## src/rtl/cpu_pkg.sv

```systemverilog
// cpu_pkg: shared RV32I opcodes, ALU op, control struct, immediate formats and immediate builder
package cpu_pkg;
  localparam int WORD = 32;
  localparam logic [6:0] OP_LUI    = 7'b0110111;
  localparam logic [6:0] OP_AUIPC  = 7'b0010111;
  localparam logic [6:0] OP_JAL    = 7'b1101111;
  localparam logic [6:0] OP_JALR   = 7'b1100111;
  localparam logic [6:0] OP_BRANCH = 7'b1100011;
  localparam logic [6:0] OP_LOAD   = 7'b0000011;
  localparam logic [6:0] OP_STORE  = 7'b0100011;
  localparam logic [6:0] OP_IMM    = 7'b0010011;
  localparam logic [6:0] OP_REG    = 7'b0110011;
  typedef enum logic [3:0] {
    ALU_ADD, ALU_SUB, ALU_SLL, ALU_SLT, ALU_SLTU, ALU_XOR,
    ALU_SRL, ALU_SRA, ALU_OR, ALU_AND, ALU_PASSB
  } alu_op_t;
  typedef enum logic [2:0] {IMM_I, IMM_S, IMM_B, IMM_U, IMM_J} imm_fmt_t;
  typedef struct packed {
    alu_op_t    alu_op;
    logic       alu_src_imm;
    logic       mem_read;
    logic       mem_write;
    logic [2:0] mem_size;
    logic       reg_write;
    logic       branch;
    logic       jump;
    logic       illegal;
  } ctrl_t;
  function automatic alu_op_t alu_of(input logic [2:0] f3, input logic alt);
    case (f3)
      3'd0:    return alt ? ALU_SUB : ALU_ADD;
      3'd1:    return ALU_SLL;
      3'd2:    return ALU_SLT;
      3'd3:    return ALU_SLTU;
      3'd4:    return ALU_XOR;
      3'd5:    return alt ? ALU_SRA : ALU_SRL;
      3'd6:    return ALU_OR;
      default: return ALU_AND;
    endcase
  endfunction
  function automatic logic [WORD-1:0] imm_of(input logic [WORD-1:0] i, input imm_fmt_t f);
    case (f)
      IMM_S:   return {{20{i[31]}}, i[31:25], i[11:7]};
      IMM_B:   return {{19{i[31]}}, i[31], i[7], i[30:25], i[11:8], 1'b0};
      IMM_U:   return {i[31:12], 12'b0};
      IMM_J:   return {{11{i[31]}}, i[31], i[19:12], i[20], i[30:21], 1'b0};
      default: return {{20{i[31]}}, i[31:20]};
    endcase
  endfunction
endpackage

```

## src/rtl/regfile.sv

```systemverilog
// regfile: 2R1W register file, x0 reads zero, write-first bypass on reads
module regfile
  import cpu_pkg::*;
#(
  parameter int RF_POWER = 5
) (
  input  logic                clk,
  input  logic                reset,
  input  logic                we,
  input  logic [RF_POWER-1:0] wa,
  input  logic [WORD-1:0]     wd,
  input  logic [RF_POWER-1:0] ra1,
  input  logic [RF_POWER-1:0] ra2,
  output logic [WORD-1:0]     rd1,
  output logic [WORD-1:0]     rd2
);
  logic [WORD-1:0] rf [0:(1<<RF_POWER)-1];
  always_ff @(posedge clk or posedge reset)
    if (reset) for (int i = 0; i < (1<<RF_POWER); i++) rf[i] <= '0;
    else if (we && wa != '0) rf[wa] <= wd;
  assign rd1 = ra1 == '0 ? '0 : (we && wa == ra1) ? wd : rf[ra1];
  assign rd2 = ra2 == '0 ? '0 : (we && wa == ra2) ? wd : rf[ra2];
endmodule

```

## src/rtl/decode.sv

```systemverilog
// decode: RV32I decode stage, owns the register file and the decode/execute register
module decode
  import cpu_pkg::*;
#(
  parameter int RF_POWER = 5
) (
  input  logic                clk,
  input  logic                reset,
  input  logic [WORD-1:0]     pcPlus4,
  input  logic [WORD-1:0]     instrD,
  input  logic                stallD,
  input  logic                flushD,
  input  logic                wbEn,
  input  logic [RF_POWER-1:0] wbAddr,
  input  logic [WORD-1:0]     wbData,
  output logic [WORD-1:0]     pcE,
  output logic [WORD-1:0]     pcPlus4E,
  output logic [WORD-1:0]     rs1ValE,
  output logic [WORD-1:0]     rs2ValE,
  output logic [WORD-1:0]     immE,
  output logic [RF_POWER-1:0] rs1E,
  output logic [RF_POWER-1:0] rs2E,
  output logic [RF_POWER-1:0] rdE,
  output ctrl_t               ctrlE
);
  typedef struct packed {
    logic [WORD-1:0]     pc;
    logic [WORD-1:0]     pc4;
    logic [WORD-1:0]     rs1v;
    logic [WORD-1:0]     rs2v;
    logic [WORD-1:0]     imm;
    logic [RF_POWER-1:0] rs1;
    logic [RF_POWER-1:0] rs2;
    logic [RF_POWER-1:0] rd;
    ctrl_t               ctrl;
  } de_t;
  logic [6:0] op, f7;
  logic [2:0] f3;
  logic [RF_POWER-1:0] rs1, rs2, rd;
  logic [WORD-1:0] rs1_val, rs2_val;
  ctrl_t c;
  imm_fmt_t fmt;
  de_t d, q;
  assign op  = instrD[6:0];
  assign f3  = instrD[14:12];
  assign f7  = instrD[31:25];
  assign rd  = instrD[7 +: RF_POWER];
  assign rs1 = instrD[15 +: RF_POWER];
  assign rs2 = instrD[20 +: RF_POWER];
  regfile #(.RF_POWER(RF_POWER)) u_rf (
    .clk(clk), .reset(reset), .we(wbEn), .wa(wbAddr), .wd(wbData),
    .ra1(rs1), .ra2(rs2), .rd1(rs1_val), .rd2(rs2_val)
  );
  always_comb begin
    c   = '0;
    fmt = IMM_I;
    case (op)
      OP_LUI:    begin c.alu_op = ALU_PASSB; c.alu_src_imm = 1'b1; c.reg_write = 1'b1; fmt = IMM_U; end
      OP_AUIPC:  begin c.alu_src_imm = 1'b1; c.reg_write = 1'b1; fmt = IMM_U; end
      OP_JAL:    begin c.jump = 1'b1; c.reg_write = 1'b1; fmt = IMM_J; end
      OP_JALR:   begin c.jump = 1'b1; c.reg_write = 1'b1; c.alu_src_imm = 1'b1; c.illegal = f3 != 3'd0; end
      OP_BRANCH: begin
        c.branch   = 1'b1;
        c.mem_size = f3;
        c.alu_op   = f3[2] ? (f3[1] ? ALU_SLTU : ALU_SLT) : ALU_SUB;
        c.illegal  = f3[2:1] == 2'b01;
        fmt        = IMM_B;
      end
      OP_LOAD:   begin
        c.mem_read = 1'b1; c.reg_write = 1'b1; c.alu_src_imm = 1'b1; c.mem_size = f3;
        c.illegal  = f3 == 3'd3 || f3[2:1] == 2'b11;
      end
      OP_STORE:  begin
        c.mem_write = 1'b1; c.alu_src_imm = 1'b1; c.mem_size = f3;
        c.illegal   = f3 > 3'd2;
        fmt         = IMM_S;
      end
      OP_IMM:    begin
        c.reg_write   = 1'b1;
        c.alu_src_imm = 1'b1;
        c.alu_op      = alu_of(f3, f3 == 3'd5 && f7[5]);
        c.illegal     = (f3 == 3'd1 && f7 != 7'd0) || (f3 == 3'd5 && {f7[6], f7[4:0]} != 6'd0);
      end
      OP_REG:    begin
        c.reg_write = 1'b1;
        c.alu_op    = alu_of(f3, f7[5]);
        c.illegal   = {f7[6], f7[4:0]} != 6'd0 || (f7[5] && f3 != 3'd0 && f3 != 3'd5);
      end
      default:   c.illegal = instrD != '0;
    endcase
    if (c.illegal) begin
      c         = '0;
      c.illegal = 1'b1;
    end
    c.reg_write = c.reg_write && rd != '0;
  end
  assign d = '{
    pc: pcPlus4 - WORD'(4), pc4: pcPlus4, rs1v: rs1_val, rs2v: rs2_val,
    imm: imm_of(instrD, fmt), rs1: rs1, rs2: rs2, rd: rd, ctrl: c
  };
  always_ff @(posedge clk or posedge reset)
    if (reset) q <= '0;
    else if (flushD) q <= '0;
    else if (!stallD) q <= d;
  assign pcE      = q.pc;
  assign pcPlus4E = q.pc4;
  assign rs1ValE  = q.rs1v;
  assign rs2ValE  = q.rs2v;
  assign immE     = q.imm;
  assign rs1E     = q.rs1;
  assign rs2E     = q.rs2;
  assign rdE      = q.rd;
  assign ctrlE    = q.ctrl;
endmodule

```

## config.mk

```make
export PLATFORM = sky130hd
export DESIGN_NAME = decode
export DESIGN_NICKNAME = d
export VERILOG_FILES = /design/src/rtl/cpu_pkg.sv /design/src/rtl/regfile.sv /design/src/rtl/decode.sv
export SDC_FILE = /design/constraint.sdc
export NUM_CORES = 2
export LEC_CHECK = 0
export CAP_MARGIN = 0
export CORE_ASPECT_RATIO = 1.75
export CORE_MARGIN = 4
export CORE_UTILIZATION = 40
export DETAILED_ROUTE_END_ITERATION = 8
export GPL_TIMING_DRIVEN = 0
export PLACE_DENSITY = 0.54
export SYNTH_ARGS = -nofsm -noshare
export SYNTH_HDL_FRONTEND = slang
export SYNTH_SLANG_ARGS = --single-unit
```

## constraint.sdc

```tcl
create_clock -name clk -period 75.8 [get_ports clk]
set_clock_uncertainty 0.2 [all_clocks]
set_input_delay 22.74 -clock clk [delete_from_list [all_inputs] [get_ports clk]]
set_output_delay 22.74 -clock clk [all_outputs]
set_load 0.005 [all_outputs]
```

==> impl_metrics.toml <==
[global_route]
grt_max_degree = 125
gr-total-overflow = 0
antenna_found_initial = 21
grt_pass1_vias = 45700
grt_pass1_wl_um = 372000
gr-usage-all-layers = 0.333

[timing]
hold_ws_ps = 277
rsz0062_at_grt = "false"
maxSlewViolCount = 35
timing.final.crit_period_ps = 27450
post-route-period-util = 0.362
tightest_slew_ps = 1610
finalSetupTns_ps = 0
hold_violations = 0
relSlewSlack = -0.100
max_freq_mhz = 36.4
finalSetupViolations = 0

[floorplan]
die_x_um = 307
rows = 191
die_area_um2 = 163000
die_h_um = 531
num_io_pins = 295
start_util = 0.403
placeableCoreArea_um2 = 155000

[cells_and_area]
drive_above_1_share = 0.365
fin_cells = 6894
nets = 4861
utilization = 0.465
area_growth_pct = 15.4

[cts]
htree_levels = 3
cts_setup_buffers = 0
ctsLongestPathBuffers = 3
cts_tree = "done"
insertion_delay_ps = 790
path_clk_slew_ps = 80
cts.sinks = 1211
cts_hold_buf = 0
root_buffer = "clkbuf_16"
post_cts_resized = 0
cts_buffers = 119

[synth]
netlist_top_cells_count = "1,211 x dfrtp_1, 1,007 x mux2_2, 481 x mux4_2"
ys_types = 68
synth-main-ff-cell = "dfrtp_1"
yosys_warnings = 0
synth_edf_count = 0
synth_nets = 4446
async_flop_share = 1.00
postSynthAreaPerCell_um2 = 14.4
synth.area.top_cells = "dfrtp_1 48%, mux2_2 18%, mux4_2 17%"
netlist_instances = 4339
yosysMostFrequentCell = "dfrtp_1"
synth-seq-cells = 1211
synth_top_cell_by_area = "dfrtp_1"
yosysTopAreaCellShare = 0.485
syn_area_um2 = 62500
synth-seq-area-share = 0.485

[setup_path]
cp-end-kind = "register"
cpMostUsedCell = "clkbuf_1"
worstPathRequired_ps = 76260
worst-setup-path-type = "primary input to register"
slowest_delay_ps = 1070
worst_path_max_delay_cell = "clkbuf_1"
crit_fanout = 10
worstPathArrival_ps = 27910
path_cells = "clkbuf_1, clkbuf_1, buf_2, clkbuf_1, mux4_2, a22oi_1, o21ai_0, a221o_1"
start_kind = "primary input"

[detailed_routing]
viasPerCell = 6.36
vias = 43900
wl_met3_um = 16700
drc = 0
wl_met2_um = 131000
routed_wl_um = 272000
highest_layer = "met5"
wl_per_cell_um = 39.5
drt_iter0_drc = 3937
drt-met1-wl_um = 89600
firstDrtPassIters = 7
drt.antenna.violating_nets = 0

[job]
drv_cap = 7

[hold_path]
worstHoldPathType = "register to register"

[power]
p_comb_frac = 0.227
internal-power_mw = 1.30
vdd_drop_max_mv = 0.0217
p_sw_mw = 0.576
swShare = 0.307
leakagePower_nw = 30.5
powerDensity_nw_per_um2 = 26.1
clkPwrFrac = 0.325
power_mw = 1.88
power_frac_seq = 0.448

[placement]
placed_cells = 6658
port_buffers = 278
dpl.hpwl_um = 206000
gp_congestion = 0.992

[outcome]
violations = "capacitance limit, slew limit"
status = "finished with violations"
==> power groups by stage <==
stage / clock network (mW) / registers, mW / logic [mW]
after floorplan: 0 / 0.822 / 0.262
after global placement: 0 / 0.848 / 0.412
after detailed placement: 0 / 0.851 / 0.422
after CTS: 0.620 / 0.839 / 0.422
after global routing: 0.644 / 0.854 / 0.438
final: 0.611 / 0.843 / 0.426
==> metal layers <==
| layer | track usage | up-vias |
|---|---|---|
| li1 | - | 17500 |
| met1 | 0.353 | 23400 |
| met2 | 0.550 | 2119 |
| met3 | 0.0532 | 793 |
| met4 | 0.341 | 8 |
| met5 | 0 | - |
==> sequential cells by signal, indices dropped and copies added, names as in the netlist <==
register	cells
ctrlE	14
immE	32
pcE	32
pcPlus4E	30
rdE	5
rs1E	5
rs1ValE	32
rs2E	5
rs2ValE	32
u_rf.rf	1024
==> critical path: cells and delay by family <==
kind | cells | cell delay, ps
multiplexers | 1 | 500
AO/OA/AOI/OAI | 3 | 1140
buffers and inverters | 4 | 3460
==> cells by family after synthesis <==
| group | Yosys count | share of synthesized area |
|---|---|---|
| DFF | 1211 | 0.485 |
| AOI/OAI and AO/OA | 485 | 0.0579 |
| buffers and inverters | 498 | 0.0314 |
| muxes | 1712 | 0.391 |
| adders and majority gates | 1 | 0.000200 |
| and+or+nand+nor | 404 | 0.0308 |
| xor gates and xnor gates | 28 | 0.00392 |
==> final timing paths <==
kind                                           start                         to  slack [ps]  cells past startpoint
max                                       instrD[21]     rs2ValE[0]$_DFFE_PP0P_       48350                      8
min                        u_rf.rf[1006]$_DFFE_PP0P_  u_rf.rf[1006]$_DFFE_PP0P_         280                      1
max reg2reg                 u_rf.rf[772]$_DFFE_PP0P_     rs1ValE[4]$_DFFE_PP0P_       72900                      4
min reg2reg                u_rf.rf[1006]$_DFFE_PP0P_  u_rf.rf[1006]$_DFFE_PP0P_         280                      1
max in group asynchronous                      reset   u_rf.rf[124]$_DFFE_PP0P_       50660                      6
min in group asynchronous                      reset   u_rf.rf[486]$_DFFE_PP0P_       22240                      2
==> final cells by class <==
| type | count | area (µm²) |
|---|---|---|
| diodes | 13 | 32.5 |
| plain buffers | 479 | 1900 |
| repair buffers | 294 | 3120 |
| clock buffers | 185 | 3490 |
| well taps | 2026 | 2530 |
| multi-input cells | 2630 | 30200 |
| clock inverters | 37 | 402 |
| fillers | 14000 | 83000 |
| flip-flops and latches | 1211 | 30300 |
| inverters | 19 | 78.8 |
==> placed cells by master, fill, tap and decap left out, types with 10 or more instances in the layout <==
cell type | Yosys | final
a2111oi_0 | 19 | 15
a211oi_1 | 21 | 21
a21oi_1 | 38 | 38
a221o_1 | 35 | 35
a221oi_1 | 80 | 80
a22o_1 | 42 | 42
a22oi_1 | 64 | 64
and2_1 | 12 | 12
buf_1 | 77 | 75
buf_16 | 0 | 11
buf_2 | 59 | 65
clkbuf_1 | 339 | 373
clkbuf_16 | 0 | 119
clkbuf_8 | 0 | 26
clkdlybuf4s50_1 | 0 | 278
clkinv_2 | 0 | 24
dfrtp_1 | 1211 | 1211
diode_2 | 0 | 13
inv_1 | 18 | 17
mux2_2 | 1007 | 1007
mux2i_1 | 224 | 224
mux4_2 | 481 | 481
nand2_1 | 101 | 101
nand3_1 | 24 | 24
nor2_1 | 159 | 159
nor3_1 | 18 | 18
o211ai_1 | 16 | 16
o21ai_0 | 90 | 90
o22ai_1 | 17 | 17
o31ai_1 | 10 | 10
o41ai_1 | 20 | 20
xnor2_1 | 21 | 21
==> stage by stage <==
| step | setup WS (ps) | area, µm² |
|---|---|---|
| finish | 48350 | 72100 |
| global route | 48460 | 72100 |
| CTS | 48760 | 72000 |
| detailed placement | 47950 | 68200 |
| global placement | 3070 | 67800 |
| floorplan | 18740 | 62500 |
Power figures use the tool's default switching activity.
